File: src/rtl/uart_param_core.sv
// Full-duplex UART on the oversample tick: TX frame starts the cycle after accept, tx_ready low for the whole frame.
// RX: 2-flop sync, mid-bit sampling, rx_valid pulses one cycle after the first stop sample; no RX back-pressure.
module uart_param_core #(
  parameter int DATA_BITS  = 8,
  parameter int OVERSAMPLE = 16,
  parameter int PARITY     = 0,
  parameter int STOP_BITS  = 1
) (
  input  logic                 Div_CLK,
  input  logic                 RST,
  input  logic [DATA_BITS-1:0] tx_data,
  input  logic                 tx_valid,
  output logic                 tx_ready,
  output logic                 TX,
  input  logic                 RX,
  output logic [DATA_BITS-1:0] rx_data,
  output logic                 rx_valid,
  output logic                 rx_parity_err,
  output logic                 rx_frame_err
);

  localparam int TW = $clog2(OVERSAMPLE);
  localparam logic [TW-1:0] BIT_LAST = TW'(OVERSAMPLE - 1);
  localparam logic [TW-1:0] BIT_MID  = TW'(OVERSAMPLE / 2 - 1);
  localparam logic [3:0] DATA_LAST = 4'(DATA_BITS - 1);
  localparam logic [3:0] STOP_LAST = 4'(STOP_BITS - 1);
  localparam bit HAS_PAR = (PARITY != 0);
  localparam bit ODD     = (PARITY == 1);

  typedef enum logic [2:0] {TX_IDLE, TX_START, TX_DATA, TX_PARITY, TX_STOP} tx_state_t;
  typedef enum logic [2:0] {RX_IDLE, RX_START, RX_DATA, RX_PARITY, RX_STOP, RX_WAIT_HIGH} rx_state_t;

  tx_state_t            tx_state;
  logic [TW-1:0]        tx_tmr;
  logic [3:0]           tx_cnt;
  logic [DATA_BITS-1:0] tx_shift;
  logic                 tx_par;

  always_ff @(posedge Div_CLK or posedge RST) begin
    if (RST) begin
      tx_state <= TX_IDLE;
      tx_tmr   <= '0;
      tx_cnt   <= '0;
      tx_shift <= '0;
      tx_par   <= 1'b0;
      TX       <= 1'b1;
      tx_ready <= 1'b1;
    end else begin
      case (tx_state)
        TX_IDLE: begin
          if (tx_valid && tx_ready) begin
            tx_shift <= tx_data;
            tx_par   <= ODD ? ~^tx_data : ^tx_data;
            tx_tmr   <= '0;
            tx_cnt   <= '0;
            tx_state <= TX_START;
            tx_ready <= 1'b0;
            TX       <= 1'b0;
          end
        end
        default: begin
          if (tx_tmr != BIT_LAST) begin
            tx_tmr <= tx_tmr + 1'b1;
          end else begin
            tx_tmr <= '0;
            // Bit boundary: TX is loaded with the next bit so it changes exactly on the boundary.
            case (tx_state)
              TX_START: begin
                tx_state <= TX_DATA;
                TX       <= tx_shift[0];
              end
              TX_DATA: begin
                if (tx_cnt == DATA_LAST) begin
                  tx_cnt <= '0;
                  if (HAS_PAR) begin
                    tx_state <= TX_PARITY;
                    TX       <= tx_par;
                  end else begin
                    tx_state <= TX_STOP;
                    TX       <= 1'b1;
                  end
                end else begin
                  tx_cnt   <= tx_cnt + 4'd1;
                  tx_shift <= tx_shift >> 1;
                  TX       <= tx_shift[1];
                end
              end
              TX_PARITY: begin
                tx_state <= TX_STOP;
                TX       <= 1'b1;
              end
              TX_STOP: begin
                if (tx_cnt == STOP_LAST) begin
                  tx_state <= TX_IDLE;
                  tx_ready <= 1'b1;
                end else begin
                  tx_cnt <= tx_cnt + 4'd1;
                end
              end
              default: tx_state <= TX_IDLE;
            endcase
          end
        end
      endcase
    end
  end

  logic rx_meta;
  logic rxs;

  always_ff @(posedge Div_CLK or posedge RST) begin
    if (RST) begin
      rx_meta <= 1'b1;
      rxs     <= 1'b1;
    end else begin
      rx_meta <= RX;
      rxs     <= rx_meta;
    end
  end

  rx_state_t            rx_state;
  logic [TW-1:0]        rx_tmr;
  logic [3:0]           rx_cnt;
  logic [DATA_BITS-1:0] rx_shift;
  logic                 rx_par_bit;

  always_ff @(posedge Div_CLK or posedge RST) begin
    if (RST) begin
      rx_state      <= RX_IDLE;
      rx_tmr        <= '0;
      rx_cnt        <= '0;
      rx_shift      <= '0;
      rx_par_bit    <= 1'b0;
      rx_data       <= '0;
      rx_valid      <= 1'b0;
      rx_parity_err <= 1'b0;
      rx_frame_err  <= 1'b0;
    end else begin
      rx_valid <= 1'b0;
      case (rx_state)
        RX_IDLE: begin
          if (!rxs) begin
            rx_state <= RX_START;
            rx_tmr   <= '0;
          end
        end
        RX_START: begin
          if (rx_tmr != BIT_MID) begin
            rx_tmr <= rx_tmr + 1'b1;
          end else begin
            // Re-zeroing here puts every later BIT_LAST sample at mid-bit.
            rx_tmr <= '0;
            rx_cnt <= '0;
            if (rxs) rx_state <= RX_IDLE;
            else     rx_state <= RX_DATA;
          end
        end
        RX_DATA: begin
          if (rx_tmr != BIT_LAST) begin
            rx_tmr <= rx_tmr + 1'b1;
          end else begin
            rx_tmr   <= '0;
            rx_shift <= {rxs, rx_shift[DATA_BITS-1:1]};
            if (rx_cnt == DATA_LAST) begin
              if (HAS_PAR) rx_state <= RX_PARITY;
              else         rx_state <= RX_STOP;
            end else begin
              rx_cnt <= rx_cnt + 4'd1;
            end
          end
        end
        RX_PARITY: begin
          if (rx_tmr != BIT_LAST) begin
            rx_tmr <= rx_tmr + 1'b1;
          end else begin
            rx_tmr     <= '0;
            rx_par_bit <= rxs;
            rx_state   <= RX_STOP;
          end
        end
        RX_STOP: begin
          if (rx_tmr != BIT_LAST) begin
            rx_tmr <= rx_tmr + 1'b1;
          end else begin
            rx_tmr        <= '0;
            rx_valid      <= 1'b1;
            rx_data       <= rx_shift;
            rx_parity_err <= HAS_PAR && (rx_par_bit != (ODD ? ~^rx_shift : ^rx_shift));
            rx_frame_err  <= !rxs;
            if (rxs) rx_state <= RX_IDLE;
            else     rx_state <= RX_WAIT_HIGH;
          end
        end
        RX_WAIT_HIGH: begin
          if (rxs) rx_state <= RX_IDLE;
        end
        default: rx_state <= RX_IDLE;
      endcase
    end
  end

endmodule
File: config.mk
export PLATFORM = sky130hd
export DESIGN_NAME = uart_param_core
export DESIGN_NICKNAME = d
export VERILOG_FILES = /design/src/rtl/uart_param_core.sv
export SDC_FILE = /design/constraint.sdc
export NUM_CORES = 1
export LEC_CHECK = 0
export BUFFER_PORTS_ARGS = -buffer_cell sky130_fd_sc_hd__buf_2
export CAP_MARGIN = 20
export CORE_MARGIN = 2
export CORE_UTILIZATION = 50
export CTS_CLUSTER_SIZE = 12
export DETAILED_ROUTE_END_ITERATION = 10
export PLACE_DENSITY = 0.82
export SLEW_MARGIN = 20
export SYNTH_ARGS = -nofsm -noshare
export SYNTH_HDL_FRONTEND = slang
export SYNTH_SLANG_ARGS = --single-unit
export TNS_END_PERCENT = 30
File: constraint.sdc
create_clock -name Div_CLK -period 2.03 [get_ports Div_CLK]
set_clock_uncertainty 0.1 [all_clocks]
set_input_delay 0.203 -clock Div_CLK [delete_from_list [all_inputs] [get_ports Div_CLK]]
set_output_delay 0.203 -clock Div_CLK [all_outputs]
set_load 0.005 [all_outputs]
==> results.yml <==
power_and_ir_drop:
  p_switching_mw: 0.746
  p_leak_nw: 1.59
  intPower_mw: 1.62
  combPwrFrac_pct: 24.1
  peakVddDrop_uv: 499
  pwr-share-seq_pct: 50.1
  swShare_pct: 31.6
  p_per_area_nw_per_um2: 761
  power_frac_clock_pct: 25.8
  finalPower_mw: 2.36
clocking:
  cts_buffer_depth: 2
  cts_root_buf: "clkbuf_8"
  cts.sinks: 52
  clk_pin_slew_ns: 0.09
  cts_tree: "done"
  cts_buffers: 5
  clock_latency_ns: 0.31
  htreeDepth: 2
floorplan:
  die_area_um2: 5780
  die_w_um: 76.0
  io_pins: 25
  coreArea_um2: 5040
  die_h_um: 76.0
  fp-row-count: 26
  start_util_pct: 51.5
timing:
  fmax_ghz: 0.500
  grt_setup_unrepaired: "true"
  worst_pin_slew_ns: 0.640
  hold_viol: 0
  hold_slack_ns: 0.0389
  fin_tns_setup_ns: 0
  slew-limit-headroom_pct: 57.1
  finalSetupViolCount: 0
  fin_crit_sh_pct: 98.6
  layout_setup_ws_ns: 0.0281
  fin_crit_ns: 2.00
  maxSlewViolCount: 0
finish:
  seqCellArea_um2: 1310
  finalNonFillerCells: 361
  final_util_pct: 61.5
  diodes: 0
  drive_gt1_share_pct: 34.4
  multi_input_area_um2: 1220
  nFillCells: 423
  finalNetCount: 307
  syn_to_final_growth_pct: 19.6
  design_area_um2: 3100
route:
  ant_nets: 0
  drc: 0
  first_iter_violations: 118
  via_per_inst: 5.32
  wl_per_cell_um: 13.8
  drt_pre_antenna_iters: 4
  routed_wl_um: 4970
  vias: 1921
synth:
  synth_top_area_share_pct: 46.3
  yosys-top-cells-area: "dfrtp_1 (46%), mux2_2 (6.9%), nand2_1 (4.9%), dfstp_2 (4.1%), mux2_4 (4.1%)"
  yosys_warnings: 0
  synth_edf_count: 0
  synth-seq-cells: 52
  async_flop_share_pct: 100
  synth_nets: 260
  avgSynthCellArea_um2: 10.7
  yosysSeqAreaShare_pct: 50.3
  synth_flop_cell: "dfrtp_1"
  synthDistinctLibCells: 52
  synthesis.area_um2: 2590
  yosys.area.top_type: "dfrtp_1"
  syn_inst: 243
worst_setup_path:
  slowest_delay_ns: 0.48
  crit_chain: "or3_4 > a21o_1 > a2111o_2 > mux2_4"
  cp_num_buf_inv: 0
  worstReg2RegStart: "tx_state[1]$_DFFE_PP0P_"
  cp_slowest_cell: "a2111o_2"
  crit_fanout: 8
  cp.arrival_ns: 2.09
  critPathKind: "reg2reg"
  start_kind: "flop"
  cp.required_ns: 2.12
  worstSetupEndpointType: "flop"
  path_delay_family: "compound AO/OA/AOI/OAI gates"
  startpoint: "tx_state[1]$_DFFE_PP0P_"
global_route:
  grt_pass1_wl_um: 9140
  gr-total-overflow: 0
  grt_use_total_pct: 18.9
  met1_usage_pct: 23.3
  first_global_vias: 2036
  met2_usage_pct: 34.6
  grt.busiest_layer: "met2"
  antenna_found_initial: 0
  grt_max_degree: 30
  grt_util_met3_pct: 3.08
flow_run:
  drv_cap: 0
place:
  placedCellCount: 347
  dp_slack_ns: -0.0271
  place.gp.congestion: 0.836
  place_area_um2: 2940
  dpl.hpwl_um: 3680
  port_buffers: 23
hold_path:
  holdCritStartpoint: "tx_data[7]"
  hp-class: "in2reg"
run_status:
  status: "finished, final reports clean"
[worst reg2reg max path: stages (launching register included)]
cell and delay [ns]:
dfrtp_1 0.41, or3_4 0.37, a21o_1 0.20, a2111o_2 0.48
mux2_4 0.34
[repair_timing]
item                       in CTS  in global routing
hold endpoints to repair       24                  0
gates resized for setup         2                  3
hold buffers                    2                  0
buffers inserted                0                  4
setup endpoints to repair       8                  8
pin swaps                       0                  1
[state kept, by name, summed over array words and instances (netlist names), 3 cells and up]
register,count
tx_tmr,4
tx_cnt,4
tx_state,3
rx_shift,8
rx_state,3
rx_cnt,4
rx_data,8
tx_shift,8
rx_tmr,4
[layout by cell type (no fill, tap or decap), types with 3 or more instances in the layout]
cell type  count
dfrtp_1       48
nand2_1       34
buf_4         26
buf_2         23
o21ai_0       16
mux2_2        16
nor2_1        14
mux2_4         8
a21oi_1        6
inv_1          6
nand3_1        5
a21o_1         5
o41ai_1        5
clkbuf_8       5
dfstp_2        4
ha_1           4
nor3_1         3
and3_1         3
or3_4          3
a22o_1         3
or2_2          3
o31ai_1        3
mux2i_1        3
o22ai_1        3
[cell families (layout without fill, tap and decap cells)]
family | after synthesis | count (layout) | synth area share, %
flops | 52 | 52 | 50.3
buf+inv | 20 | 68 | 3.42
mux | 28 | 28 | 13.0
other cells | 1 | 1 | 0.145
fa+ha+maj | 5 | 5 | 2.41
xor+xnor | 1 | 1 | 0.338
simple gates | 82 | 82 | 15.9
compound gates | 54 | 54 | 14.4
[final cells by class]
| cell class | instances | area share, % |
|---|---|---|
| Sequential cell | 52 | 42.1 |
| Multi-Input combinational cell | 171 | 39.2 |
| Inverter | 7 | 0.847 |
| Tap cell | 70 | 2.82 |
| Clock inverter | 3 | 0.847 |
| Clock buffer | 5 | 2.22 |
| Timing Repair Buffer | 53 | 11.9 |
[synth_stat cells, drive strengths merged (3+ instances only)]
cell type,count
and3,3
nor3,4
dfstp,4
nand2,34
or2,3
nand3,5
a21o,5
or3,4
o22ai,3
dfrtp,48
clkbuf,9
o21ai,17
mux2,25
o41ai,5
ha,5
a21oi,6
buf,4
mux2i,3
a22o,3
o31ai,3
inv,7
nor2,14
[metal layers]
layer / vias to the layer above / wire, µm
met5: - / 0
met4: 0 / 36
met3: 6 / 127
met2: 28 / 2550
met1: 924 / 2270
li1: 963 / -
[worst paths after layout]
path | end | slack [ns] | depth (start not counted)
min in group asynchronous | rx_shift[5]$_DFFE_PP0P_ | 0.38 | 3
hold / removal | tx_shift[7]$_DFFE_PP0P_ | 0.04 | 2
setup reg to reg | tx_shift[5]$_DFFE_PP0P_ | 0.03 | 4
hold reg to reg | rxs$_DFF_PP1_ | 0.26 | 0
max in group asynchronous | tx_ready$_DFFE_PP1P_ | 0.84 | 4
setup / recovery | tx_shift[5]$_DFFE_PP0P_ | 0.03 | 4
[power by group through the flow]
stage	registers (mW)	logic [mW]	clock network [mW]
2_1_floorplan	1.17	0.432	0
6_report	1.18	0.569	0.609
4_1_cts	1.18	0.555	0.636
3_5_place_dp	1.20	0.549	0
5_1_grt	1.20	0.643	0.674
3_3_place_gp	1.20	0.526	0
(Power assumes the default switching activity.)
